### config.mk
export PLATFORM = sky130hd
export DESIGN_NAME = clipper_timebase_gen
export DESIGN_NICKNAME = d
export VERILOG_FILES = /design/src/rtl/clipper_pkg.sv /design/src/rtl/clipper_tb_chan.sv /design/src/rtl/clipper_timebase_gen.sv
export SDC_FILE = /design/constraint.sdc
export NUM_CORES = 1
export LEC_CHECK = 0
export ABC_AREA = 1
export CAP_MARGIN = 20
export CORE_AREA = 2 2 200 300
export CTS_BUF_LIST = sky130_fd_sc_hd__clkbuf_16
export CTS_CLUSTER_DIAMETER = 40
export DETAILED_ROUTE_END_ITERATION = 8
export DIE_AREA = 0 0 202 302
export GPL_ROUTABILITY_DRIVEN = 1
export PLACE_DENSITY_LB_ADDON = 0.12
export SYNTH_ARGS = -nofsm -noshare
export SYNTH_HDL_FRONTEND = slang
export SYNTH_SLANG_ARGS = --single-unit
export TNS_END_PERCENT = 30
### constraint.sdc
create_clock -name clk -period 13.05 [get_ports clk]
set_input_delay 3.915 -clock clk [delete_from_list [all_inputs] [get_ports clk]]
set_output_delay 3.915 -clock clk [all_outputs]
set_load 0.005 [all_outputs]
### src/rtl/clipper_pkg.sv
// Shared constants, time-of-day record and force FSM encoding for the
// clipper timebase generator.
package clipper_pkg;

    localparam logic [31:0] NS_PER_SEC = 32'd1_000_000_000;
    localparam logic [31:0] NS_MAX     = 32'd999_999_999;

    typedef struct packed {
        logic [31:0] sec;
        logic [31:0] ns;
    } tb_time_t;

    typedef enum logic {
        F_IDLE  = 1'b0,
        F_APPLY = 1'b1
    } force_state_e;

    // A single step must stay below one second so a rollover carries at most 1 s.
    function automatic logic [31:0] clamp_ns(input logic [63:0] v);
        return (v > 64'(NS_MAX)) ? NS_MAX : v[31:0];
    endfunction

endpackage

### src/rtl/clipper_tb_chan.sv
// One timebase channel: {sec, ns} counter with freeze, accelerate and
// direct load from the force path.
module clipper_tb_chan
    import clipper_pkg::*;
#(
    parameter int INC_W     = 30,
    parameter int ACC_SHIFT = 4
) (
    input  logic             clk,
    input  logic             rst,
    input  logic [INC_W-1:0] inc_ns,
    input  logic             freeze,
    input  logic             accelerate,
    input  logic             load,
    input  tb_time_t         load_val,
    output tb_time_t         tb_time,
    output logic             tb_pps
);

    tb_time_t    time_q, time_d;
    logic        pps_q, pps_d;
    logic [63:0] inc_ext, eff_wide;
    logic [31:0] eff, sum;

    // Shift in a wide domain so accelerated steps saturate instead of wrapping.
    assign inc_ext  = 64'(inc_ns);
    assign eff_wide = accelerate ? (inc_ext << ACC_SHIFT) : inc_ext;
    assign eff      = clamp_ns(eff_wide);
    assign sum      = time_q.ns + eff;

    always_comb begin
        time_d = time_q;
        pps_d  = 1'b0;
        if (load) begin
            time_d = load_val;
        end else if (!freeze) begin
            if (sum >= NS_PER_SEC) begin
                time_d.ns  = sum - NS_PER_SEC;
                time_d.sec = time_q.sec + 32'd1;
                pps_d      = 1'b1;
            end else begin
                time_d.ns = sum;
            end
        end
    end

    always_ff @(posedge clk) begin
        if (rst) begin
            time_q <= '0;
            pps_q  <= 1'b0;
        end else begin
            time_q <= time_d;
            pps_q  <= pps_d;
        end
    end

    assign tb_time = time_q;
    assign tb_pps  = pps_q;

endmodule

### src/rtl/clipper_timebase_gen.sv
// Multi-channel timebase generator with a two-state force handshake that
// loads one channel with an externally supplied {sec, ns} value.
module clipper_timebase_gen
    import clipper_pkg::*;
#(
    parameter  int NB_CH     = 4,
    parameter  int ACC_SHIFT = 4,
    parameter  int INC_W     = 30,
    localparam int CH_W      = (NB_CH > 1) ? $clog2(NB_CH) : 1
) (
    input  logic                  clk,
    input  logic                  rst,
    input  logic [INC_W-1:0]      inc_ns,
    input  logic [NB_CH-1:0]      freeze,
    input  logic [NB_CH-1:0]      accelerate,
    input  logic                  force_vld,
    input  logic [CH_W-1:0]       force_ch,
    input  logic [63:0]           force_time,
    output logic                  force_rdy,
    output logic                  force_err,
    output tb_time_t [NB_CH-1:0]  tb_time,
    output logic [NB_CH-1:0]      tb_pps
);

    force_state_e    state_q, state_d;
    logic [CH_W-1:0] fch_q, fch_d;
    tb_time_t        ftime_q, ftime_d;
    logic            ferr_q, ferr_d;
    logic [31:0]     ch_ext;
    logic            req_bad, apply_ok;

    assign ch_ext  = 32'(force_ch);
    assign req_bad = (force_time[31:0] >= NS_PER_SEC) || (ch_ext >= 32'(NB_CH));

    always_comb begin
        state_d = state_q;
        fch_d   = fch_q;
        ftime_d = ftime_q;
        ferr_d  = ferr_q;
        case (state_q)
            F_IDLE: begin
                if (force_vld) begin
                    state_d = F_APPLY;
                    fch_d   = force_ch;
                    ftime_d = force_time;
                    ferr_d  = req_bad;
                end
            end
            F_APPLY: state_d = F_IDLE;
            default: state_d = F_IDLE;
        endcase
    end

    always_ff @(posedge clk) begin
        if (rst) begin
            state_q <= F_IDLE;
            fch_q   <= '0;
            ftime_q <= '0;
            ferr_q  <= 1'b0;
        end else begin
            state_q <= state_d;
            fch_q   <= fch_d;
            ftime_q <= ftime_d;
            ferr_q  <= ferr_d;
        end
    end

    assign force_rdy = (state_q == F_IDLE);
    assign force_err = (state_q == F_APPLY) && ferr_q;
    assign apply_ok  = (state_q == F_APPLY) && !ferr_q;

    for (genvar i = 0; i < NB_CH; i++) begin : g_ch
        clipper_tb_chan #(
            .INC_W     (INC_W),
            .ACC_SHIFT (ACC_SHIFT)
        ) u_chan (
            .clk        (clk),
            .rst        (rst),
            .inc_ns     (inc_ns),
            .freeze     (freeze[i]),
            .accelerate (accelerate[i]),
            .load       (apply_ok && (fch_q == CH_W'(i))),
            .load_val   (ftime_q),
            .tb_time    (tb_time[i]),
            .tb_pps     (tb_pps[i])
        );
    end

endmodule

* After elaboration in Yosys (flattened, before gate mapping)
Cells that the tools add are included.
** Cells by class
- Bitwise gates (word level) :: 1
- Multipliers :: 0
- Divide/modulo/power cells :: 0
- Reductions and logical operators :: 22
- $add $sub $neg :: 12
- Equal/unequal tests :: 7
- Magnitude comparators :: 10
- Muxes and demuxes :: 30
- Shifts and indexed selects :: 0
** Operator list (count)
- 64-bit two-way mux :: 8
- 32-bit two-way mux :: 12
- 64-bit by 30-bit greater-than comparator with 1-bit output (second input constant) :: 4
- 32-bit by 30-bit greater-or-equal comparator with 1-bit output (second input constant) :: 5
- 34-bit two-way mux :: 4
- 32-bit by 1-bit adder with 32-bit output (second input constant) :: 4
- 32-bit adder :: 4
- 32-bit by 30-bit subtractor with 32-bit output (second input constant) :: 4
- 3-bit OR reduction :: 4
- 2-bit AND reduction :: 5
- 2-bit by 1-bit != test with 1-bit output (second input constant) :: 4
- 2-bit nonzero test :: 4
- 1-bit logical AND :: 6
- 1-bit two-way mux :: 5
- 2-bit == test (second input constant) :: 2
- 2-bit by 3-bit greater-or-equal comparator with 1-bit output (second input constant) :: 1
- 2-bit by 1-bit == test with 1-bit output (second input constant) :: 1
- 2-bit zero test :: 1
- 1-bit one-hot mux with 2 select lines :: 1
- 1-bit zero test :: 1
- 1-bit logical OR :: 1
- 1-bit inverter :: 1
** Storage, ports and cells
- Memory bits (writable) :: 0
- Latch bits :: 0
- Bits in registers :: 328
- Memories kept :: 0
- Memory bits (read-only) :: 0
- Output and inout bits :: 262

* Depth between registers and ports, before layout
- Depth in word-level cells :: 8
- Gate-level depth with buffers :: 40
- Gate-level depth less buffers :: 38

* Cells and area by module
A second synthesis with hierarchy kept.
** Second synthesis, totals
- Cells, all modules :: 5855
- Area, all modules :: 33248.1 um^2
** Modules (own cells, without submodules)
- clipper_tb_chan at g_ch[1].u_chan ... :: times used 2, seq. area each 1301.2 um^2, cells each 1443, area an instance 7833.8 um^2
- clipper_tb_chan at g_ch[3].u_chan :: times used 1, seq. area each 1301.2 um^2, cells each 1377, area an instance 7554.7 um^2
- clipper_tb_chan at g_ch[0].u_chan :: times used 1, seq. area each 1301.2 um^2, cells each 1261, area an instance 7277.0 um^2
- clipper_timebase_gen :: times used 1, seq. area each 1361.3 um^2, cells each 331, area an instance 2748.9 um^2

* Least setup slack after synthesis
OpenSTA, ideal clock, no wires.
- Kind :: input to register
- Start :: input accelerate[2]
- End :: register g_ch[2].u_chan.time_q, in the netlist g_ch[2].u_chan.tb_time[55]
- Stages on the path :: 32
- Arrival :: 7990 ps
- Path slack :: 4929 ps
- Setup time :: 131 ps
- Cells stage by stage :: clkbuf_1 -> clkbuf_1 -> o21ai_0 -> nor4_1 -> o311ai_0 -> nand3_1 -> inv_1 -> clkbuf_1 -> o21ai_0 -> ha_1 -> inv_1 -> fa_1 -> inv_1 -> nand2_1 -> nand2_1 -> and2_1 -> nand2_1 -> nand3_1 -> nand2_1 -> nand3b_1 -> nand2_1 -> nor2_1 -> nand2_1 -> nor2_2 -> nand3_2 -> nand3_4 -> nand2_4 -> nand2_4 -> inv_4 -> buf_6 -> nand2_1 -> a21oi_2
** On the way
- Word-level cells in the longest chain between the ends :: 7
** RTL lines
- start: declaration :: line clipper_timebase_gen.sv:15 : input logic [NB_CH-1:0] accelerate,
- 34-bit two-way mux (*) :: line clipper_tb_chan.sv:27 : assign eff_wide = accelerate ? (inc_ext << ACC_SHIFT) : inc_ext;
- 64-bit by 30-bit greater-than comparator with 1-bit output :: line clipper_pkg.sv:20 : return (v > 64'(NS_MAX)) ? NS_MAX : v[31:0];
- 32-bit two-way mux (*) :: line clipper_pkg.sv:20
- 32-bit adder (*) :: line clipper_tb_chan.sv:29 : assign sum = time_q.ns + eff;
- 32-bit by 30-bit greater-or-equal comparator with 1-bit output (*) :: line clipper_tb_chan.sv:37 : if (sum >= NS_PER_SEC) begin
- 2-bit nonzero test (no line) (*)
- 2-bit AND reduction (no line) (*)
- end signal: assignment :: line clipper_tb_chan.sv:52 : time_q <= time_d;
- end: declaration :: line clipper_tb_chan.sv:20 : tb_time_t time_q, time_d;
Mark *: on every way between the ends. The rest lies on a longest branch, timed or not.
A chain may end at the register's enable or synchronous reset.

* Worst setup path after layout
- Start :: input accelerate[2]
- End :: register g_ch[2].u_chan.time_q, in the netlist g_ch[2].u_chan.tb_time[56]
Same word-level chain as after synthesis.

==> impl_metrics.yaml <==
global_routing:
  met2_usage: 0.722
  grt_util_met1: 0.501
  grt_pass1_vias: 35800
  grt_max_degree: 98
  grt.total_usage: 0.446
  grt_pass1_wl_mm: 208
  gr-usage-met3: 0.0827
  busiest_layer: "met2"
  grt.overflow.total: 0
  antenna_found_initial: 5
drt:
  drtIter0Drc: 3899
  ant_nets: 0
  route.vias.total: 39000
  viasPerCell: 5.78
  first_pass_iters: 9
  wl_per_cell_um: 21.0
  drc: 0
  drt-total-wl_mm: 142
logic_synthesis:
  syn_avg_cell_area_um2: 5.61
  ys_warn_count: 0
  yosysUniqueCellTypes: 64
  synthFlopType: "dfxtp_1"
  synthArstFlopShare: 0
  synth_cells: 5667
  ys_seq_area_frac: 0.207
  ys_ff_latch: 328
  synth_area_mm2: 0.0318
  synth_edf_count: 0
outcome:
  status: "completed"
finish:
  instances_no_fill: 6738
  nFillCells: 5666
  drive_above_1_share: 0.0430
  nNetsFinal: 6165
  multi_input_area_mm2: 0.0213
  mostFrequentLayoutCells: "nand2_1, inv_1, nor2_1, o21ai_0, a21oi_1"
  mostFrequentLayoutCell: "nand2_1"
  syn_to_final_growth_pct: 17.8
  register_area_mm2: 0.00657
placed_design:
  portBuffers: 368
  placed_cells: 6650
  hpwl_mm: 110
  gp_congestion: 1.10
critical_path:
  cp_max_fo: 51
  setup.worst_path.start_class: "primary input"
  critPathRequiredTime_ps: 13590
  crit_arrival_ps: 11050
  cp-end-kind: "flip-flop"
  slowest_stage: "o21ai_0"
  slowest_delay_ps: 660
  crit_top_cell: "nand2_1"
  reg2reg_depth: 21
  path_class: "in -> reg"
  r2r_setup_slack_ps: 8470
power:
  seq_power_share: 0.184
  p_clk_frac: 0.174
  total_power_mw: 7.51
  intPower_mw: 3.46
  switching_share: 0.539
  peakVddDrop_v: 0.000118
  leakage_nw: 17.5
  power_frac_comb: 0.642
  power.density_mw_per_mm2: 201
  p_sw_mw: 4.05
sta:
  slew_viol_final: 0
  period_share: 0.805
  slew_headroom: 0.301
  setup_tns_ps: 0
  finClkSkew_ps: 38.5
  worstMarginPinSlew_ps: 1050
  fmax_mhz: 95.2
  hold_viol: 0
  rsz0062_at_grt: "no"
  fin_crit_ps: 10510
  setup_viol: 0
clocking:
  cts_tree: "built"
  htreeDepth: 2
  cts_setup_buffers: 0
  cts.clk_slew.worst_paths_ps: 60
  cts_hold_buf: 0
  cts_inserted_buffers: 46
  clk_path_buf_depth: 3
  insertion_delay_ps: 630
  cts_root_buffer: "clkbuf_16"
  cts_sinks: 328
  post_cts_resized: 0
floorplanning:
  die_area_mm2: 0.0610
  die_w_um: 202
  coreArea_mm2: 0.0585
  io-pin-count: 369
  num_rows: 109
  die_y_um: 302
  initial_core_util: 0.543
job:
  max-cap-violations: 0
worst_hold_path:
  hold_path_class: "reg -> reg"
  min_path_cells: 2
-- cells by family after synthesis --
| logic type | share of synthesized area |
|---|---|
| multiplexers | 0.00126 |
| AO/OA/AOI/OAI | 0.157 |
| other | 0.000118 |
| XOR/XNOR | 0.0461 |
| AND/OR/NAND/NOR | 0.410 |
| adder cells (fa/ha/maj) | 0.0545 |
| flip-flops | 0.207 |
| buffers and inverters | 0.124 |
-- final timing paths --
kind	end	startpoint
max	g_ch[2].u_chan.tb_time[56]	accelerate[2]
min	g_ch[3].u_chan.tb_time[63]	g_ch[3].u_chan.tb_time[63]
max reg2reg	g_ch[3].u_chan.tb_time[42]	g_ch[3].u_chan.tb_time[0]
min reg2reg	g_ch[3].u_chan.tb_time[63]	g_ch[3].u_chan.tb_time[63]
-- state kept, by name (all words and copies together) (netlist names) --
register and cells:
g_ch.u_chan.tb_time 256, state_q 1, ftime_q 64, ferr_q 1
g_ch.u_chan.tb_pps 4, fch_q 2
-- synthesized netlist by cell type (all sizes together), types with 2 or more instances --
library cell | n | area share
nand2 | 1893 | 0.23
inv | 811 | 0.096
nor2 | 609 | 0.075
o21ai | 405 | 0.065
a21oi | 385 | 0.061
nand3 | 365 | 0.059
dfxtp | 328 | 0.21
clkbuf | 136 | 0.016
ha | 132 | 0.052
xor2 | 113 | 0.032
nand4 | 92 | 0.018
a31oi | 74 | 0.015
nor3 | 71 | 0.013
buf | 53 | 0.012
xnor2 | 51 | 0.014
o211ai | 23 | 0.0054
nand3b | 18 | 0.0046
and2 | 16 | 0.0034
nor4 | 16 | 0.0033
o21bai | 12 | 0.0028
nor3b | 8 | 0.0019
or2 | 7 | 0.0014
and3 | 6 | 0.0012
o221ai | 6 | 0.0017
o22ai | 6 | 0.0012
a21o | 4 | 0.00095
fa | 4 | 0.0025
mux2i | 4 | 0.0013
o311ai | 3 | 0.00083
o21a | 2 | 0.00047
o31a | 2 | 0.00055
or3 | 2 | 0.00039
-- power groups by stage --
stage               logic [mW]  registers [mW]  clock network [mW]
floorplan                 3.46            1.29                   0
global placement          4.64            1.39                   0
detailed placement        4.67            1.39                   0
CTS                       4.71            1.37                1.31
global route              5.33            1.38                1.35
finish                    4.82            1.38                1.31
-- layer usage --
metal	up-vias	share of wire
met1	17600	0.35
li1	18600	-
met3	623	0.098
met5	-	0.00032
met4	8	0.11
met2	2172	0.44
-- through the flow --
step	setup WS [ps]	hold slack, ps	utilization	cell area (um^2)
after CTS	2350	500	0.639	37400
final	2540	503	0.640	37400
after detailed placement	1710	488	0.612	35800
after floorplan	4930	466	-	31800
after global routing	1960	523	0.640	37400
after global placement	1620	480	0.612	35800
-- cell type report --
cell class	instances	share of cell area
Clock buffer	47	0.0314
Tap cell	777	0.0260
Timing Repair Buffer	393	0.104
Multi-Input combinational cell	4341	0.570
Clock inverter	37	0.0110
Sequential cell	328	0.175
Antenna cell	3	0.000201
Inverter	812	0.0816
-- worst max-delay path, delay by kind of cell --
kind	cells	cell delay (ps)
xor+xnor	1	560
fa+ha+maj	2	540
buf+inv	8	2190
compound gates	5	1260
simple gates	14	2530
Power figures use the tool's default switching activity.
